$ cat config.mk
export PLATFORM = sky130hd
export DESIGN_NAME = dmem_responder_flat
export DESIGN_NICKNAME = d
export VERILOG_FILES = /design/src/rtl/dmem_responder_if.sv /design/src/rtl/dmem_responder.sv /design/src/flat_wrapper.sv
export SDC_FILE = /design/constraint.sdc
export NUM_CORES = 2
export LEC_CHECK = 0
export ABC_AREA = 1
export CORE_MARGIN = 8
export CORE_UTILIZATION = 28
export DETAILED_ROUTE_END_ITERATION = 7
export GPL_TIMING_DRIVEN = 0
export HOLD_SLACK_MARGIN = 0.12
export PLACE_DENSITY = 0.41
export SLEW_MARGIN = 20
export SYNTH_ARGS = -nofsm -noshare
export SYNTH_HDL_FRONTEND = slang
export SYNTH_SLANG_ARGS = --single-unit
$ cat constraint.sdc
create_clock -name clk -period 6.9 [get_ports clk]
set_input_delay 1.035 -clock clk [delete_from_list [all_inputs] [get_ports clk]]
set_output_delay 1.035 -clock clk [all_outputs]
set_load 0.05 [all_outputs]
$ cat src/rtl/dmem_responder_if.sv
// -----------------------------------------------------------------------------
// dmem_responder_if
// Request/response bus between the pipeline MEM stage (master) and the data
// memory responder (slave).
//   req_rd, req_wr   load / store request this cycle
//   req_addr         byte address
//   req_wdata        store data, right-aligned
//   req_funct3       RISC-V width/sign code
//   rsp_rdata        extended load result
//   rsp_valid        rsp_rdata valid this cycle
//   busy             RAM clear in progress, requests ignored
//   misalign_err     one-cycle pulse after a bad access
//   err_addr         address of the most recent bad access
// -----------------------------------------------------------------------------
interface dmem_responder_if #(
  parameter int ADDR_W = 9,
  parameter int DATA_W = 32
);
  logic              req_rd;
  logic              req_wr;
  logic [ADDR_W-1:0] req_addr;
  logic [DATA_W-1:0] req_wdata;
  logic [2:0]        req_funct3;
  logic [DATA_W-1:0] rsp_rdata;
  logic              rsp_valid;
  logic              busy;
  logic              misalign_err;
  logic [ADDR_W-1:0] err_addr;

  modport master (
    output req_rd, req_wr, req_addr, req_wdata, req_funct3,
    input  rsp_rdata, rsp_valid, busy, misalign_err, err_addr
  );

  modport slave (
    input  req_rd, req_wr, req_addr, req_wdata, req_funct3,
    output rsp_rdata, rsp_valid, busy, misalign_err, err_addr
  );
endinterface

$ cat src/rtl/dmem_responder.sv
// -----------------------------------------------------------------------------
// dmem_responder
// Word-organised data RAM serving MEM-stage loads/stores with byte lanes,
// sign/zero-extended loads (one-cycle latency) and misalignment flagging.
// The RAM is cleared word by word after every reset before requests are taken.
//
// Ports:
//   clk        clock, rising edge
//   reset      asynchronous, active-low reset
//   bus        dmem_responder_if.slave (request / response / status)
//   rd_count   accepted loads, saturating   (only with DMEM_ACCESS_CNT_EN)
//   wr_count   accepted stores, saturating  (only with DMEM_ACCESS_CNT_EN)
//
// Optional feature macro: DMEM_ACCESS_CNT_EN
//
// state    | meaning
// ---------+---------------------------------------------------------------
// ST_INIT  | clearing word[cnt] each cycle, busy=1, requests ignored
// ST_READY | serving requests until reset
// -----------------------------------------------------------------------------
module dmem_responder #(
  parameter int ADDR_W = 9,
  parameter int DATA_W = 32,
  parameter int DEPTH  = 128
) (
  input  logic               clk,
  input  logic               reset,
  dmem_responder_if.slave    bus
`ifdef DMEM_ACCESS_CNT_EN
  ,
  output logic [15:0]        rd_count,
  output logic [15:0]        wr_count
`endif
);

  localparam int IDX_W = $clog2(DEPTH);
  localparam int WIX_W = ADDR_W - 2;

  typedef enum logic {ST_INIT, ST_READY} state_t;

  state_t              state_q;
  logic [IDX_W-1:0]    cnt_q;
  logic                busy_q;
  logic                rsp_valid_q;
  logic [DATA_W-1:0]   rsp_rdata_q;
  logic                misalign_err_q;
  logic [ADDR_W-1:0]   err_addr_q;
  logic [DATA_W-1:0]   mem_q [DEPTH];

  logic                accept;
  logic                legal;
  logic                bad;
  logic                in_range;
  logic                do_store;
  logic [WIX_W-1:0]    word_idx;
  logic [IDX_W-1:0]    mem_idx;
  logic [1:0]          lane;
  logic [DATA_W-1:0]   rd_word;
  logic [7:0]          byte_sel;
  logic [15:0]         half_sel;
  logic [DATA_W-1:0]   load_data;
  logic [3:0]          be;
  logic [DATA_W-1:0]   wlane;

  always_comb begin
    accept   = (state_q == ST_READY);
    word_idx = bus.req_addr[ADDR_W-1:2];
    mem_idx  = word_idx[IDX_W-1:0];
    lane     = bus.req_addr[1:0];
    in_range = (32'(word_idx) < 32'(DEPTH));

    legal = 1'b0;
    case (bus.req_funct3)
      3'd0, 3'd4: legal = 1'b1;
      3'd1, 3'd5: legal = ~lane[0];
      3'd2:       legal = (lane == 2'b00);
      default:    legal = 1'b0;
    endcase
    bad = (bus.req_rd | bus.req_wr) & ~legal;

    // Out-of-range loads read as zero, so extension naturally yields 0.
    rd_word  = in_range ? mem_q[mem_idx] : '0;
    byte_sel = rd_word[{lane, 3'b000} +: 8];
    half_sel = lane[1] ? rd_word[31:16] : rd_word[15:0];

    load_data = '0;
    case (bus.req_funct3)
      3'd0:    load_data = {{24{byte_sel[7]}}, byte_sel};
      3'd1:    load_data = {{16{half_sel[15]}}, half_sel};
      3'd2:    load_data = rd_word;
      3'd4:    load_data = {24'd0, byte_sel};
      3'd5:    load_data = {16'd0, half_sel};
      default: load_data = '0;
    endcase

    // Store data is replicated across lanes; byte enables pick the target lanes.
    be    = 4'b0000;
    wlane = '0;
    case (bus.req_funct3[1:0])
      2'd0: begin
        be    = 4'b0001 << lane;
        wlane = {4{bus.req_wdata[7:0]}};
      end
      2'd1: begin
        be    = lane[1] ? 4'b1100 : 4'b0011;
        wlane = {2{bus.req_wdata[15:0]}};
      end
      2'd2: begin
        be    = 4'b1111;
        wlane = bus.req_wdata;
      end
      default: begin
        be    = 4'b0000;
        wlane = '0;
      end
    endcase

    do_store = accept & bus.req_wr & ~bad & in_range;
  end

  // RAM array: no reset, cleared by the INIT sweep instead. The read above
  // samples the old contents, giving read-before-write on a combined rd+wr.
  always_ff @(posedge clk) begin
    if (state_q == ST_INIT) begin
      mem_q[cnt_q] <= '0;
    end else if (do_store) begin
      for (int b = 0; b < 4; b++) begin
        if (be[b]) mem_q[mem_idx][8*b +: 8] <= wlane[8*b +: 8];
      end
    end
  end

  always_ff @(posedge clk or negedge reset) begin
    if (!reset) begin
      state_q        <= ST_INIT;
      cnt_q          <= '0;
      busy_q         <= 1'b1;
      rsp_valid_q    <= 1'b0;
      rsp_rdata_q    <= '0;
      misalign_err_q <= 1'b0;
      err_addr_q     <= '0;
    end else begin
      case (state_q)
        ST_INIT: begin
          cnt_q <= cnt_q + 1'b1;
          if (cnt_q == IDX_W'(DEPTH - 1)) begin
            state_q <= ST_READY;
            busy_q  <= 1'b0;
          end
        end
        ST_READY: state_q <= ST_READY;
        default:  state_q <= ST_INIT;
      endcase

      rsp_valid_q    <= accept & bus.req_rd;
      misalign_err_q <= accept & bad;
      if (accept & bus.req_rd) rsp_rdata_q <= bad ? '0 : load_data;
      if (accept & bad)        err_addr_q  <= bus.req_addr;
    end
  end

  assign bus.rsp_rdata    = rsp_rdata_q;
  assign bus.rsp_valid    = rsp_valid_q;
  assign bus.busy         = busy_q;
  assign bus.misalign_err = misalign_err_q;
  assign bus.err_addr     = err_addr_q;

`ifdef DMEM_ACCESS_CNT_EN
  logic [15:0] rd_cnt_q;
  logic [15:0] wr_cnt_q;

  always_ff @(posedge clk or negedge reset) begin
    if (!reset) begin
      rd_cnt_q <= '0;
      wr_cnt_q <= '0;
    end else begin
      if (accept & bus.req_rd & (rd_cnt_q != 16'hFFFF)) rd_cnt_q <= rd_cnt_q + 16'd1;
      if (accept & bus.req_wr & (wr_cnt_q != 16'hFFFF)) wr_cnt_q <= wr_cnt_q + 16'd1;
    end
  end

  assign rd_count = rd_cnt_q;
  assign wr_count = wr_cnt_q;
`endif

endmodule

$ cat src/flat_wrapper.sv
// flat-port wrapper written by rule: the top's interface ports become plain ports
module dmem_responder_flat 
#(
  parameter int ADDR_W = 9,
  parameter int DATA_W = 32,
  parameter int DEPTH  = 128
)
  (clk, reset, bus_req_rd, bus_req_wr, bus_req_addr, bus_req_wdata, bus_req_funct3, bus_rsp_rdata, bus_rsp_valid, bus_busy, bus_misalign_err, bus_err_addr);
  dmem_responder_if #(.ADDR_W(ADDR_W), .DATA_W(DATA_W)) bus_i ();
  input  logic clk;
  input  logic reset;
  input wire logic [$bits(bus_i.req_rd)-1:0] bus_req_rd;
  input wire logic [$bits(bus_i.req_wr)-1:0] bus_req_wr;
  input wire logic [$bits(bus_i.req_addr)-1:0] bus_req_addr;
  input wire logic [$bits(bus_i.req_wdata)-1:0] bus_req_wdata;
  input wire logic [$bits(bus_i.req_funct3)-1:0] bus_req_funct3;
  output wire logic [$bits(bus_i.rsp_rdata)-1:0] bus_rsp_rdata;
  output wire logic [$bits(bus_i.rsp_valid)-1:0] bus_rsp_valid;
  output wire logic [$bits(bus_i.busy)-1:0] bus_busy;
  output wire logic [$bits(bus_i.misalign_err)-1:0] bus_misalign_err;
  output wire logic [$bits(bus_i.err_addr)-1:0] bus_err_addr;
  assign bus_i.req_rd = bus_req_rd;
  assign bus_i.req_wr = bus_req_wr;
  assign bus_i.req_addr = bus_req_addr;
  assign bus_i.req_wdata = bus_req_wdata;
  assign bus_i.req_funct3 = bus_req_funct3;
  assign bus_rsp_rdata = bus_i.rsp_rdata;
  assign bus_rsp_valid = bus_i.rsp_valid;
  assign bus_busy = bus_i.busy;
  assign bus_misalign_err = bus_i.misalign_err;
  assign bus_err_addr = bus_i.err_addr;
  dmem_responder #(.ADDR_W(ADDR_W), .DATA_W(DATA_W), .DEPTH(DEPTH)) u_core (.clk(clk), .reset(reset), .bus(bus_i));
endmodule
Word level (Yosys, flattened, before mapping)
Memory sizes are Yosys's and may differ from the RTL's.
Index checks and enable logic that the tools add are counted.
{ "word_totals": {"n_memories": 1, "regBits": 52, "mem_bits_rw": 4096, "out_inout_bits": 44, "word_cells": 64} }
{ "classes": {"n_eq_ne": 7, "add_sub_neg": 1, "mux": 29, "n_reduce_logical": 7, "shifts": 2, "bitwise_logic": 10} }
{ "mem_list": {"columns": ["name", "words", "word_bits", "rd", "rd_clocked_by_memory_dff", "wr", "line", "source"], "rows": [
  ["u_core.mem_q", 128, 32, 1, 0, 1, "dmem_responder.sv:48", "logic [DATA_W-1:0] mem_q [DEPTH];"]
]} }
{ "ops": {"columns": ["operator", "count"], "rows": [
  ["32-bit case mux with 5 select lines", 1],
  ["32-bit case mux with 3 select lines", 1],
  ["32-bit 2-to-1 mux", 2],
  ["32-bit OR reduction", 1],
  ["32-bit by 6-bit indexed part select with 8-bit output", 1],
  ["1-bit 2-to-1 mux", 18],
  ["16-bit 2-to-1 mux", 1],
  ["4-bit case mux with 3 select lines", 1],
  ["4-bit 2-to-1 mux", 2],
  ["7-bit by 1-bit adder with 7-bit output (second input constant)", 1],
  ["7-bit == test (second input constant)", 1],
  ["7-bit 2-to-1 mux", 1],
  ["3-bit == test (second input constant)", 2],
  ["1-bit bitwise AND", 5],
  ["2-bit zero test", 2],
  ["1-bit NOT", 4],
  ["2-bit OR reduction", 2],
  ["1-bit by 2-bit << shifter with 4-bit output (first input constant)", 1],
  ["3-bit by 1-bit == test with 1-bit output (second input constant)", 1],
  ["3-bit by 2-bit == test with 1-bit output (second input constant)", 1],
  ["3-bit zero test", 1],
  ["1-bit case mux with 3 select lines", 1],
  ["2-bit by 1-bit == test with 1-bit output (second input constant)", 1],
  ["2-bit == test (second input constant)", 1],
  ["3 further kinds", 3]
]} }

Logic depth before layout (Yosys ltp)
{ "depth": {"word_depth": 12, "depth_mapped": 20} }

Worst setup path after synthesis
No wires, ideal clock.
{ "synth_path": {"kind": "input to register", "from": "input port bus_req_funct3[1]", "to": "memory u_core.mem_q[0][25], data pin", "path_slack_ns": 0.199, "path_stages": 10, "arrival_time_ns": 5.732, "cell_sequence": "inv_2 > nor2_4 > inv_2 > nor2_8 > a221oi_2 > o21ai_2 > nand3_2 > buf_2 > buf_1 > a31oi_1"} }
{ "synth_between": {"elab_chain_len": 12, "word_cells_on_any_way": 35} }
{ "synth_lines": {"columns": ["item", "line", "source"], "rows": [
  ["start: declaration", "flat_wrapper.sv:16", "input wire logic [$bits(bus_i.req_funct3)-1:0] bus_req_funct3;"],
  ["3-bit by 1-bit == test with 1-bit output, or another cell as far along", "dmem_responder.sv:73", "case (bus.req_funct3)"],
  ["2-bit OR reduction", "dmem_responder.sv:73", null],
  ["1-bit case mux with 3 select lines", "dmem_responder.sv:73", null],
  ["1-bit NOT", "dmem_responder.sv:79", "bad = (bus.req_rd | bus.req_wr) & ~legal;"],
  ["1-bit bitwise AND", "dmem_responder.sv:79", null],
  ["1-bit NOT", "dmem_responder.sv:118", "do_store = accept & bus.req_wr & ~bad & in_range;"],
  ["1-bit bitwise AND", "dmem_responder.sv:118", null],
  ["1-bit 2-to-1 mux", "dmem_responder.sv:126", "end else if (do_store) begin"],
  ["1-bit 2-to-1 mux", "dmem_responder.sv:124", "if (state_q == ST_INIT) begin"],
  ["1-bit 2-to-1 mux (implied by the code)", "dmem_responder.sv:128", "if (be[b]) mem_q[mem_idx][8*b +: 8] <= wlane[8*b +: 8];"],
  ["32-bit OR reduction (no line)", null, null],
  ["32-bit 2-to-1 mux (no line) *", null, null],
  ["end: declaration", "dmem_responder.sv:48", null]
]} }
Every way passes the cells marked *; elsewhere a longest branch is shown, timed or not.

Worst setup path after layout
{ "layout_path": {"from": "input port bus_req_addr[2]", "to": "memory u_core.mem_q[122][13] (enable)"} }
{ "layout_between": {"elab_chain_len": 1} }
{ "layout_lines": {"columns": ["item", "line", "source"], "rows": [
  ["start: declaration", "flat_wrapper.sv:14", "input wire logic [$bits(bus_i.req_addr)-1:0] bus_req_addr;"],
  ["7-bit 2-to-1 mux (no line)", null, null]
]} }
Every way passes these cells.

==> impl_metrics.json <==
{
  "rows": 283,
  "synth_top_area_share": 0.737,
  "cts.sink_count": 4148,
  "critPathMaxFanout": 12,
  "crit_required_ps": 7510,
  "post_drt_wl_per_cell_um": 42.5,
  "p_leak_nw": 62.3,
  "drt_first_pass_iters": 6,
  "path_class": "primary input to flip-flop",
  "die_h_um": 788,
  "synth.avg_cell_area_sq_um": 12.1,
  "ioPinCount": 92,
  "initial_core_util": 0.281,
  "status": "finished clean",
  "cts-root-buf": "clkbuf_16",
  "num_vias": 128000,
  "tightest_slew_ps": 1430,
  "synthTopCellsByArea": "edfxtp_1, nand3_1, nand2_1, o21ai_0, nor2_1",
  "ir_drop_uv": 228,
  "nets": 14800,
  "portBuffers": 87,
  "clock_latency_ps": 1100,
  "synthTopCellsByCount": "edfxtp_1, nand2_1, nor2_1",
  "die_area_sq_um": 621000,
  "synthToLayoutAreaGrowth_pct": 22.1,
  "hpwl_um": 740000,
  "seq_area_frac_synth": 0.745,
  "synth_edf_count": 4096,
  "rsz0062_at_grt": "no",
  "vias_per_cell": 5.57,
  "htreeDepth": 5,
  "worstReg2RegEnd": "u_core.mem_q[122][13]",
  "drive_gt1_frac": 0.133,
  "ys_ff_latch": 4148,
  "hold_class": "primary input to asynchronous set/reset pin",
  "grt_pass1_vias": 117000,
  "yosysMostFrequentCell": "edfxtp_1",
  "worstSetupStartpointType": "primary input",
  "synth.distinct_cells": 31,
  "setup-violations-final": 0,
  "slew_headroom": 0.0432,
  "arrival_ps": 7350,
  "ff2ff_path_depth": 11,
  "numCtsBuffers": 457,
  "worstSetupStartpoint": "bus_req_addr[2]",
  "core_area_sq_um": 594000,
  "cts_tree": "built",
  "postLayoutCoreUtil": 0.343,
  "period_needed_ps": 6730,
  "synth_ff_type": "edfxtp_1",
  "clk_path_buf_depth": 4,
  "grt_max_degree": 49,
  "die_x_um": 788,
  "hold_viol": 0,
  "overflow": 0,
  "ant_nets": 0,
  "antenna_found_initial": 135,
  "gp_congestion": 1.06,
  "min_period_over_period": 0.976,
  "ys_warn_count": 0,
  "drv_cap": 0,
  "grt_pass1_wl_um": 1240000,
  "slew_violations": 0,
  "clkTransAtPathRegs_ps": 60,
  "r2r_slack_ps": 1810,
  "drtIter0Drc": 20100,
  "post-synth-top-area-cell": "edfxtp_1",
  "power_density_nw_per_um2": 275,
  "grt_util_all_layers": 0.303,
  "endpoint_kind": "flip-flop",
  "fin_setup_tns_ps": 0,
  "async_flop_share": 0.0125,
  "syn_area_sq_um": 167000,
  "post_cts_resized": 0,
  "synth_nets": 13800,
  "max_freq_ghz": 0.149,
  "netlist_instances": 13700,
  "drc": 0,
  "skew_ps": 108,
  "r2r-start": "u_core.accept",
  "routed_wl_um": 981000
}
metal layers:
layer,GRT usage,part of all wire
met1,0.396,0.40
met2,0.452,0.43
met5,0.00131,0.00014
met3,0.0700,0.094
met4,0.196,0.077
registers in the layout, summed over array words and instances (netlist names):
| name | cells |
|---|---|
| u_core.bus.busy | 1 |
| u_core.bus.err_addr | 9 |
| u_core.cnt_q | 7 |
| u_core.accept | 1 |
| u_core.mem_q | 4096 |
| u_core.bus.rsp_rdata | 32 |
| u_core.bus.rsp_valid | 1 |
| u_core.bus.misalign_err | 1 |
metrics by stage:
step                setup slack (ps)  std cells  instance area [sq um]  hold WS, ps  power (W)
floorplan                        199      13700                 167000          461     0.0293
global placement              -10330      21700                 178000          464     0.0316
detailed placement              -592      22100                 189000          464     0.0318
CTS                              523      23000                 203000          231     0.0560
global route                     566      23000                 203000          298     0.0571
finish                           167      23100                 204000          287     0.0561
cell type report:
class                      instances  area [sq um]
buffer                           985          4270
multi-input combinational       8420         39500
inverter                         178           668
clock inverter                   271          2690
tap                             7837          9810
sequential                      4148        124000
fill                           58900        390000
antenna                           97           243
timing repair buffer             547         10300
clock buffer                     572         11900
where the power goes:
| part | total (W) | switching (W) | internal (W) | leakage, nW |
|---|---|---|---|---|
| clock network | 0.0246 | 0.0111 | 0.0135 | 7.06 |
| registers | 0.0273 | 0.00000205 | 0.0273 | 29.1 |
| logic | 0.00417 | 0.00335 | 0.000819 | 26.2 |
| total | 0.0561 | 0.0145 | 0.0416 | 62.3 |
worst max-delay path, cell delays in order:
cell	delay, ps
buf_2	140
inv_2	320
buf_2	350
buf_2	480
buf_2	890
buf_2	770
o21ai_2	260
nor2_2	440
buf_2	450
nand2_1	870
nor2_1	1230
worst max-delay path by stage:
stage | to
after CTS | u_core.mem_q[106][28]
after floorplan | u_core.mem_q[0][25]
final | u_core.mem_q[122][13]
after global placement | u_core.mem_q[55][27]
after detailed placement | u_core.mem_q[106][26]
after global routing | u_core.mem_q[122][13]
cell usage in the layout, fill, tap and decap left out, types with 7 or more instances in the layout:
master           Yosys  final
a21oi_1            119    111
a21oi_4              0      8
a31oi_4              0      8
buf_1              148     81
buf_12               0    100
buf_16               0    185
buf_2              165    230
buf_4                3      7
buf_6                0     66
buf_8                0    108
bufinv_16            0     33
clkbuf_1           669    589
clkbuf_16            0    457
clkbuf_2             0    180
clkbuf_4             0     10
clkdlybuf4s50_1      0     85
clkinv_1             4    129
clkinv_16            0     21
clkinv_2             0     69
clkinv_4             0      7
clkinvlp_4           0      7
dfrtp_1             51     51
diode_2              0     97
edfxtp_1          4096   4096
inv_1              167    167
inv_2                7      7
nand2_1           2172   2137
nand2_2              0     35
nand3_1           1736   1736
nor2_1            2021   1600
nor2_2              24    408
nor2_4               1     38
o21ai_0           1578   1578
o21ai_1              7      7
o22ai_1            735    735
timing repair:
item,in CTS,in global routing
endpoints found under the hold margin,51,0
buffers inserted,0,0
hold buffers,1,0
kinds of logic (layout without fill, tap and decap cells):
family	Yosys count	in the layout	share of synthesized area
other	0	97	0
buffers and inverters	1163	2553	0.0275
AOI/OAI and AO/OA	2454	2454	0.0794
xor gates and xnor gates	7	7	0.000368
DFF	4148	4148	0.745
and+or+nand+nor	5958	5958	0.148
adders and majority gates	1	1	0.0000750
(Power assumes the default switching activity.)
